[src/rtl/micro_pkg.sv]
// Shared definitions for the microprogrammed control section: microword field
// positions, branch condition codes and sequencer states.
package micro_pkg;

    localparam int AW_DEF = 11;
    localparam int UW_DEF = 41;

    localparam int F_A_LSB    = 35;
    localparam int F_AMUX     = 34;
    localparam int F_B_LSB    = 28;
    localparam int F_BMUX     = 27;
    localparam int F_C_LSB    = 21;
    localparam int F_CMUX     = 20;
    localparam int F_RD       = 19;
    localparam int F_WR       = 18;
    localparam int F_ALU_LSB  = 14;
    localparam int F_COND_LSB = 11;
    localparam int F_JUMP_LSB = 0;
    localparam int COND_W     = 3;

    typedef enum logic [2:0] {
        COND_NEXT   = 3'b000,
        COND_N      = 3'b001,
        COND_Z      = 3'b010,
        COND_V      = 3'b011,
        COND_C      = 3'b100,
        COND_IR13   = 3'b101,
        COND_JUMP   = 3'b110,
        COND_DECODE = 3'b111
    } cond_e;

    typedef enum logic [1:0] {
        ST_LOAD = 2'd0,
        ST_EXEC = 2'd1,
        ST_WAIT = 2'd2
    } state_e;

endpackage

[src/rtl/micro_next_addr.sv]
// Control branch logic: picks the next control store address from the
// microword COND/JUMP fields, the PSR flags and the instruction register.
module micro_next_addr
    import micro_pkg::*;
#(
    parameter int AW = AW_DEF
) (
    input  logic [AW-1:0]     csai,
    input  logic [COND_W-1:0] cond,
    input  logic [AW-1:0]     jump,
    input  logic              flag_n,
    input  logic              flag_z,
    input  logic              flag_v,
    input  logic              flag_c,
    input  logic [1:0]        ir_op,
    input  logic [5:0]        ir_op3,
    input  logic              ir_b13,
    output logic [AW-1:0]     next_addr
);

    logic [AW-1:0] seq_addr;

    // Sequential successor wraps naturally at the top of the control store.
    assign seq_addr = csai + AW'(1);

    always_comb begin
        next_addr = seq_addr;
        case (cond_e'(cond))
            COND_N:      if (flag_n) next_addr = jump;
            COND_Z:      if (flag_z) next_addr = jump;
            COND_V:      if (flag_v) next_addr = jump;
            COND_C:      if (flag_c) next_addr = jump;
            COND_IR13:   if (ir_b13) next_addr = jump;
            COND_JUMP:   next_addr = jump;
            COND_DECODE: next_addr = AW'({1'b1, ir_op, ir_op3, 2'b00});
            default:     next_addr = seq_addr;
        endcase
    end

endmodule

[src/rtl/micro_sequencer.sv]
// Microprogram sequencer: owns CSAI and MIR, fetches from the microcode ROM and
// stalls on main-memory handshakes before committing each microinstruction.
//
// state   | meaning
// LOAD    | latch ROM word at CSAI into MIR
// EXEC    | execute MIR; commit now unless a memory access must wait
// WAIT    | memory request outstanding; commit on MEM_ACK
module micro_sequencer
    import micro_pkg::*;
#(
    parameter int AW = AW_DEF,
    parameter int UW = UW_DEF
) (
    input  logic          CLOCK_50,
    input  logic          RESET_InLow,
    output logic [AW-1:0] ROM_ADDR,
    input  logic [UW-1:0] ROM_DATA,
    output logic [UW-1:0] MIR,
    output logic          DP_COMMIT,
    input  logic          FLAG_N,
    input  logic          FLAG_Z,
    input  logic          FLAG_V,
    input  logic          FLAG_C,
    input  logic [1:0]    IR_OP,
    input  logic [5:0]    IR_OP3,
    input  logic          IR_B13,
    output logic          MEM_REQ,
    input  logic          MEM_ACK
);

    state_e        state_q, state_d;
    logic [AW-1:0] csai_q;
    logic [UW-1:0] mir_q;
    logic [AW-1:0] next_addr;
    logic          mem_access;
    logic          commit;
    logic          mem_req;

    // RD and WR together still form a single access.
    assign mem_access = mir_q[F_RD] | mir_q[F_WR];

    micro_next_addr #(.AW(AW)) u_next_addr (
        .csai      (csai_q),
        .cond      (mir_q[F_COND_LSB +: COND_W]),
        .jump      (mir_q[F_JUMP_LSB +: AW]),
        .flag_n    (FLAG_N),
        .flag_z    (FLAG_Z),
        .flag_v    (FLAG_V),
        .flag_c    (FLAG_C),
        .ir_op     (IR_OP),
        .ir_op3    (IR_OP3),
        .ir_b13    (IR_B13),
        .next_addr (next_addr)
    );

    always_comb begin
        state_d = state_q;
        commit  = 1'b0;
        mem_req = 1'b0;
        case (state_q)
            ST_LOAD: state_d = ST_EXEC;
            ST_EXEC: begin
                if (!mem_access) begin
                    commit  = 1'b1;
                    state_d = ST_LOAD;
                end else begin
                    mem_req = 1'b1;
                    if (MEM_ACK) begin
                        commit  = 1'b1;
                        state_d = ST_LOAD;
                    end else begin
                        state_d = ST_WAIT;
                    end
                end
            end
            ST_WAIT: begin
                mem_req = 1'b1;
                if (MEM_ACK) begin
                    commit  = 1'b1;
                    state_d = ST_LOAD;
                end
            end
            default: state_d = ST_LOAD;
        endcase
    end

    always_ff @(posedge CLOCK_50 or negedge RESET_InLow) begin
        if (!RESET_InLow) begin
            state_q <= ST_LOAD;
            csai_q  <= '0;
            mir_q   <= '0;
        end else begin
            state_q <= state_d;
            if (state_q == ST_LOAD) mir_q <= ROM_DATA;
            if (commit) csai_q <= next_addr;
        end
    end

    assign ROM_ADDR  = csai_q;
    assign MIR       = mir_q;
    assign DP_COMMIT = commit;
    assign MEM_REQ   = mem_req;

endmodule
[config.mk]
export PLATFORM = sky130hd
export DESIGN_NAME = micro_sequencer
export DESIGN_NICKNAME = d
export VERILOG_FILES = /design/src/rtl/micro_pkg.sv /design/src/rtl/micro_next_addr.sv /design/src/rtl/micro_sequencer.sv
export SDC_FILE = /design/constraint.sdc
export NUM_CORES = 1
export LEC_CHECK = 0
export BUFFER_PORTS_ARGS = -buffer_cell sky130_fd_sc_hd__buf_2
export CAP_MARGIN = 10
export CORE_MARGIN = 3
export CORE_UTILIZATION = 45
export CTS_CLUSTER_SIZE = 20
export DETAILED_ROUTE_END_ITERATION = 10
export GPL_ROUTABILITY_DRIVEN = 0
export PLACE_DENSITY = 0.76
export SLEW_MARGIN = 5
export SYNTH_ARGS = -nofsm -noshare
export SYNTH_HDL_FRONTEND = slang
export SYNTH_HIERARCHICAL = 1
export SYNTH_SLANG_ARGS = --single-unit
[constraint.sdc]
create_clock -name CLOCK_50 -period 3.5 [get_ports CLOCK_50]
set_input_delay 0.35 -clock CLOCK_50 [delete_from_list [all_inputs] [get_ports CLOCK_50]]
set_output_delay 0.35 -clock CLOCK_50 [all_outputs]
set_load 0.05 [all_outputs]
# After elaboration in Yosys (flattened, before gate mapping)

Cells that the tools add are included.

Multiplexer cells: 15
$add $sub $neg: 1
Bitwise gates (word level): 1
Reductions and logical operators: 1
Equality and inequality tests: 10

Operators with widths:

| operator                                                         | number |
|---|---|
| 11-bit one-hot mux with 7 select lines                           | 1 |
| 11-bit two-way mux                                               | 5 |
| 3-bit == test (second input constant)                            | 4 |
| 11-bit by 1-bit adder with 11-bit output (second input constant) | 1 |
| 3-bit by 2-bit == test with 1-bit output (second input constant) | 2 |
| 2-bit two-way mux                                                | 3 |
| 2-bit one-hot mux with 3 select lines                            | 1 |
| 1-bit one-hot mux with 2 select lines                            | 2 |
| 3-bit by 1-bit == test with 1-bit output (second input constant) | 1 |
| 1-bit two-way mux                                                | 3 |
| 2-bit by 1-bit == test with 1-bit output (second input constant) | 1 |
| 2-bit == test (second input constant)                            | 1 |
| 2-bit zero test                                                  | 1 |
| 2-bit != test (second input constant)                            | 1 |
| 1-bit OR                                                         | 1 |

Bits in registers: 54
Logic and storage cells: 31

# Depth between registers and ports, before layout

Gate-level depths: netlist (run 1).

Depth after elaboration: 3
Mapped depth: 7

# By module

Netlist (run 1), hierarchy kept.

Modules (own cells, without submodules):

| module          | cells each | sequential area each (sq um) | times used | area an instance (sq um) |
|---|---|---|---|---|
| micro_sequencer | 130        | 1351.3                       | 1          | 2105.8 |
| micro_next_addr | 107        | 0.0                          | 1          | 762.0 |

# Worst setup path after synthesis (run 1)

No wires, ideal clock.

Path kind: reg-to-reg
From: register mir_q[11], in the netlist MIR[11]
To: register csai_q[7], in the netlist ROM_ADDR[7]
Library setup time: 0.125 ns
Setup slack: 1.477 ns
Cell stages (with the launch flop): 7
Arrival: 1.898 ns
Path buffers: 1
Data required time: 3.375 ns
Path through: dfrtp_1 > mux2_2 > a211oi_2 > a21o_1 > buf_6 > o221ai_2 > mux2_2

Cells in the longest elaborated chain, start to end: 2
Elaborated cells on any way between the ends: 8

RTL lines:

| item                                        | line                  | source |
|---|---|---|
| from (decl)                                 | micro_sequencer.sv:33 | `logic [UW-1:0] mir_q;` |
| from (signal assigned)                      | micro_sequencer.sv:91 | `mir_q <= '0;` |
| from (signal assigned)                      | micro_sequencer.sv:94 | `if (state_q == ST_LOAD) mir_q <= ROM_DATA;` |
| 3-bit == test, or another cell as far along | micro_next_addr.sv:28 | `case (cond_e'(cond))` |
| 11-bit one-hot mux with 7 select lines (*)  | micro_next_addr.sv:28 |  |
| via next_addr[7]                            | micro_sequencer.sv:34 | `logic [AW-1:0] next_addr;` |
| to (signal assigned)                        | micro_sequencer.sv:95 | `if (commit) csai_q <= next_addr;` |
| to (decl)                                   | micro_sequencer.sv:32 | `logic [AW-1:0] csai_q;` |

Mark *: on every way through the listed nets, which the timed path passes. The rest lies on a longest branch.
A chain may end at the register's enable or synchronous reset.

# Worst setup path in the final report (run 1)

From: register state_q[0]
To: output DP_COMMIT

Cells in the longest elaborated chain, start to end: 2
Elaborated cells on any way between the ends: 3

RTL lines:

| item                                                                      | line                  | source |
|---|---|---|
| from (decl)                                                               | micro_sequencer.sv:31 | `state_e state_q, state_d;` |
| from (signal assigned)                                                    | micro_sequencer.sv:93 | `state_q <= state_d;` |
| 2-bit == test or 2-bit by 1-bit == test with 1-bit output (tied branches) | micro_sequencer.sv:60 | `case (state_q)` |
| 1-bit one-hot mux with 2 select lines (*)                                 | micro_sequencer.sv:60 |  |
| to (decl)                                                                 | micro_sequencer.sv:19 | `output logic DP_COMMIT,` |

Mark *: on every way between the ends. The rest lies on a longest branch, timed or not.

==> qor.txt, run 1 <==
outcome: finished clean
most used cell, CP: inv_1
Max Fclk: 412 MHz
Crit-path slowest cell: o21ai_2
main combinational cell family by area after synthesis: multiplexers
WP data required: 3.15 ns
CTS tree: yes
count of state elements after synthesis: 54
period utilization: 0.693
post-route ant nets: 0
Avg Inst Size Synth: 12.1 µm²
number of buffers created by CTS: 5
Reg-to-Reg Start: MIR[11]
vias in the first global route: 2220
critical path peak fanout: 12
Primary FF master, synth: dfrtp_1
mux cell area share after synthesis: 0.221
worst slew pin tran: 0.978 ns
Chip Width: 85.8 µm
Mapped Area: 2870 µm²
Synth area leaders: dfrtp_1 47%, mux2_2 21%, o221ai_2 4.2%, nand2_1 2.2%, ha_1 2.2%
Final TNS setup: 0 ns
TritonCTS Sinks: 54
area grow syn2layout: 22.5%
R2R cell count: 5
Critical R2R Capture: ROM_ADDR[7]
Crit path largest cell delay: 0.53 ns
Die Area: 7370 µm²
clock buffer depth: 2
Iteration-0 DRC Markers: 109
CTS H-tree lvls: 2
Inserted Diodes: 0
CP Capture Type: output pin
DR WL/cell: 15.9 µm
HPWL after DPL: 4960 µm
port bufs: 110
Via Count: 2161
cell taking the most area after synthesis: dfrtp_1
XOR/XNOR share of the synthesized area: 0.0275
fill cell count: 529
worst path arrival time: 2.07 ns
clock latency on the worst-skew pair: 0.31 ns
largest net degree at the start of global routing: 42
Post-synth EDFFs: 0
RSZ-0062 raised after global routing: no
Initial Utilization: 0.473
share of cells above drive strength 1: 0.560
GR Util All Layers: 0.185
CTS clk-pin slew, worst paths: 0.10 ns
vias per cell: 5.19
Synth Area in Simple Gates: 0.0881
top post-synthesis cells by count: 54 x dfrtp_1, 54 x mux2_2, 17 x nand2_1, 16 x inv_1
DRC violations left: 0
CP Class: register to output pin
drt first pass iters: 4
YS warnings: 6
GR Overflow Total: 0
Post-Synthesis Cells: 237
adder-cell share of the synthesized area: 0.0218
Syn Nets: 299
CP Cell Sequence: inv_1 -> ha_1 -> o21a_1 -> o21ai_2 -> inv_1 -> buf_2
Final Util: 0.580
Async SR Flop Fraction: 1.00
Final Skew: 0.00537 ns
initial antenna violation count: 0
count of cell types in the netlist: 43
row count: 28
total core area: 6060 µm²
DIE HEIGHT: 85.8 µm
global-route wire length before repair: 10900 µm
Post-CTS Resized: 0
nets: 403
Final Slew Violations: 0
post-synth top area share: 0.471
min Tclk post-route: 2.42 ns
Top-Level Pins: 111
reg-to-reg slack, setup: 1.08 ns
Final Hold Fails: 0
Setup crit start kind: register
register area share after synthesis: 0.471
Hold-fix buffers, CTS: 0
Detailed Route WL: 6620 µm
Worst slew margin: 0.348
Post-CTS Setup Inserts: 0
Compound-Gate Fraction of Synth Area: 0.115
setup violators final: 0
worst hold path class: input pin to asynchronous set/reset pin
max_cap viols: 0
root buffer cell: clkbuf_8
flip-flops by register name, indices dropped and copies added, names as in the netlist:
name / cells
MIR: 41
ROM_ADDR: 11
state_q: 2
cell usage in the layout, fill, tap and decap left out, types with 3 or more instances in the layout:
master / Yosys / layout
o21a_1: 3 / 3
nand2_1: 17 / 17
inv_1: 16 / 16
nand2b_1: 3 / 3
a21oi_1: 8 / 8
nor2_1: 5 / 5
buf_2: 7 / 110
nand3_1: 6 / 6
xnor2_1: 7 / 7
mux2_2: 54 / 54
o21ai_0: 3 / 3
dfrtp_1: 54 / 54
ha_1: 5 / 4
nor3_1: 4 / 4
clkbuf_8: 0 / 5
o221ai_2: 8 / 8
worst max-delay path: cells and delay by family, from the launching register on:
family / cells / cell delay [ns]
AOI/OAI and AO/OA: 2 / 0.76
buffers and inverters: 3 / 0.39
DFF: 1 / 0.36
adders and majority gates: 1 / 0.26
through the flow:
step	cell area (µm²)	hold slack, ns	worst slack (ns)	std cells
global route	3510	0.0580	0.894	416
floorplan	2870	0.0544	1.48	237
global placement	3430	0.382	1.19	409
detailed placement	3430	0.386	1.11	409
finish	3510	0.0235	1.08	416
CTS	3510	0.0486	1.07	416
metal layers:
layer	share of wire	global-route usage	vias to the layer above
li1	-	-	1043
met1	0.43	0.238	1035
met2	0.47	0.297	81
met3	0.096	0.0749	2
met4	0.0047	0.0388	0
met5	0	0	-
how the worst max path moves through the flow:
| stage | endpoint | depth (start not counted) | from | slack [ns] |
|---|---|---|---|---|
| global placement | ROM_ADDR[7] | 5 | MIR[11] | 1.19 |
| detailed placement | ROM_ADDR[7] | 5 | MIR[11] | 1.11 |
| floorplan | ROM_ADDR[7] | 6 | MIR[11] | 1.48 |
| CTS | DP_COMMIT | 6 | state_q[0] | 1.07 |
| finish | DP_COMMIT | 6 | state_q[0] | 1.08 |
| global route | DP_COMMIT | 6 | state_q[0] | 0.89 |
final cells by class:
cell class	instances	area (µm²)	area share
repair buffers	111	558	0.159
flip-flops and latches	54	1350	0.385
well taps	75	93.8	0.0267
clock inverters	2	17.5	0.00499
multi-input cells	152	1360	0.387
inverters	17	63.8	0.0182
clock buffers	5	68.8	0.0196
kinds of logic after synthesis:
group / count (synthesis)
compound gates: 35
xor+xnor: 9
fa+ha+maj: 5
buf+inv: 31
flops: 54
mux: 56
simple gates: 47
Power of run 1 is not shown: default switching activity piles up to over one toggle a cycle in this logic, so the estimate is an artifact.
==> run 2, diff against run 1 <==
Settings changed: CORE_UTILIZATION 45 to 44, PLACE_DENSITY 0.76 to 0.77.
Clock period 3.5 ns to 2.1 ns, I/O delays scaled along.
==> run 2 against run 1 <==
Against the previous run: hold slack gained 0.078 ns; count of clock-buffer cells in the layout grew 1; sequential cell count is the same; design area grew 5.6%.
==> qor.txt, run 2 (synthesis results as in run 1) <==
final std cells w/o fill: 433 (was 416)
GR Util All Layers: 0.192 (was 0.185)
Critical R2R Capture: ROM_ADDR[10] (was ROM_ADDR[7])
largest net degree at the start of global routing: 34 (was 42)
kind of cell adding the most delay to the critical path: buffers and inverters (was compound AO/OA/AOI/OAI gates)
setup violators final: 0 (unchanged)
R2R cell count: 6 (was 5)
initial antenna violation count: 0 (unchanged)
DR WL/cell: 16.1 µm (was 15.9 µm)
hold path depth: 2
Worst Path Buf+Inv: 4 (was 3)
max reg flops: 41 (unchanged)
Detailed Route WL: 6980 µm (was 6620 µm)
clock buffer depth: 2 (unchanged)
Inserted Diodes: 0 (unchanged)
CTS H-tree lvls: 2 (unchanged)
CP Capture Type: output pin (unchanged)
worst slew pin tran: 0.587 ns (was 0.978 ns)
row count: 28 (unchanged)
vias in the first global route: 2451 (was 2220)
TritonCTS Sinks: 54 (unchanged)
port bufs: 110 (unchanged)
global-route wire length before repair: 11400 µm (was 10900 µm)
WP data required: 1.89 ns (was 3.15 ns)
min-delay src: MEM_ACK
Via Count: 2267 (was 2161)
worst path arrival time: 1.75 ns (was 2.07 ns)
Initial Utilization: 0.468 (was 0.473)
vias per cell: 5.24 (was 5.19)
area grow syn2layout: 29.3% (was 22.5%)
Reg area: 1350 µm² (unchanged)
CP Cell Sequence: inv_1 -> ha_1 -> o21a_1 -> o21ai_2 -> buf_6 -> inv_1 -> buf_2 (was inv_1 -> ha_1 -> o21a_1 -> o21ai_2 -> inv_1 -> buf_2)
post-route ant nets: 0 (unchanged)
HPWL after DPL: 5280 µm (was 4960 µm)
placed insts: 419 (was 409)
Worst slew margin: 0.609 (was 0.348)
DRC violations left: 0 (unchanged)
Max Fclk: 511 MHz
max_cap viols: 0 (unchanged)
CP Class: register to output pin (unchanged)
Reg-to-Reg Start: MIR[12] (was MIR[11])
critical path peak fanout: 7 (was 12)
CTS clk-pin slew, worst paths: 0.10 ns (about the same)
root buffer cell: clkbuf_8 (unchanged)
Chip Width: 86.7 µm (was 85.8 µm)
GR Overflow Total: 0 (unchanged)
worst setup path startpoint: state_q[0] (unchanged)
most used cell, CP: inv_1 (unchanged)
Final Hold Fails: 0 (unchanged)
fin worst setup slack: 0.143 ns (was 1.08 ns)
dpl ws: 0.212 ns (was 1.11 ns)
Worst setup endpoint: DP_COMMIT (unchanged)
CTS tree: yes (unchanged)
Final TNS setup: 0 ns (unchanged)
Top-Level Pins: 111 (unchanged)
commonest cells after routing, fill and taps aside: 110 x buf_2, 54 x dfrtp_1, 54 x mux2_2 (unchanged)
Crit-path slowest cell: dfrtp_1 (was o21ai_2)
Final Skew: 0.00457 ns (was 0.00537 ns)
Iteration-0 DRC Markers: 117 (was 109)
reg-to-reg slack, setup: 0.21 ns (was 1.08 ns)
clock latency on the worst-skew pair: 0.30 ns (was 0.31 ns)
logic depth of the worst setup path including buffers: 7 (was 6)
number of buffers created by CTS: 5 (unchanged)
Die Area: 7520 µm² (was 7370 µm²)
min Tclk post-route: 1.96 ns
multi-input logic area: 1360 µm² (unchanged)
outcome: finished clean (unchanged)
share of cells above drive strength 1: 0.578 (was 0.560)
DIE HEIGHT: 86.7 µm (was 85.8 µm)
RSZ-0062 raised after global routing: no (unchanged)
nets: 419 (was 403)
drt first pass iters: 4 (unchanged)
Final Slew Violations: 0 (unchanged)
fill cell count: 513 (was 529)
Crit path largest cell delay: 0.37 ns (was 0.53 ns)
worst hold path class: input pin to register (was input pin to asynchronous set/reset pin)
period utilization: 0.932
total core area: 6130 µm² (was 6060 µm²)
commonest non-fill, non-tap cell in the layout: buf_2 (unchanged)
Setup crit start kind: register (unchanged)
## run 2: worst min-delay path by stage
| stage | to | slack (ns) |
|---|---|---|
| floorplan | MIR[0] | -0.09 |
| detailed placement | MIR[20] | 0.25 |
| global placement | MIR[25] | 0.24 |
| global route | state_q[1] | 0.08 |
| CTS | state_q[1] | 0.08 |
| finish | state_q[1] | 0.10 |
## run 2: per-layer routing
metal  track usage  wire length (µm)  up-vias
met3        0.0551               580        6
met2         0.332              3460       96
met5             0                 0        -
met1         0.233              2860     1084
met4        0.0581                76        0
li1              -                 -     1081
## run 2: stage by stage
stage / cell area [µm²] / hold WS [ns] / utilization
3_3_place_gp: 3510 / 0.241 / 0.573
3_5_place_dp: 3510 / 0.245 / 0.573
2_1_floorplan: 2870 / -0.0856 / -
6_report: 3710 / 0.101 / 0.605
5_1_grt: 3710 / 0.0788 / 0.605
4_1_cts: 3670 / 0.0834 / 0.598
## run 2: layout make-up
type	instances	area share
Clock buffer	6	0.0223
Clock inverter	2	0.0162
Inverter	17	0.0172
Multi-Input combinational cell	152	0.367
Sequential cell	54	0.364
Tap cell	75	0.0253
Timing Repair Buffer	127	0.188
## run 2: timing repair
action | in CTS | in global routing
hold endpoints to repair | 21 | 0
buffers inserted | 0 | 5
hold buffers | 1 | 0
resized for setup | 0 | 1
endpoints found under the setup margin | 0 | 1
Power of run 2 is left out for the same reason.
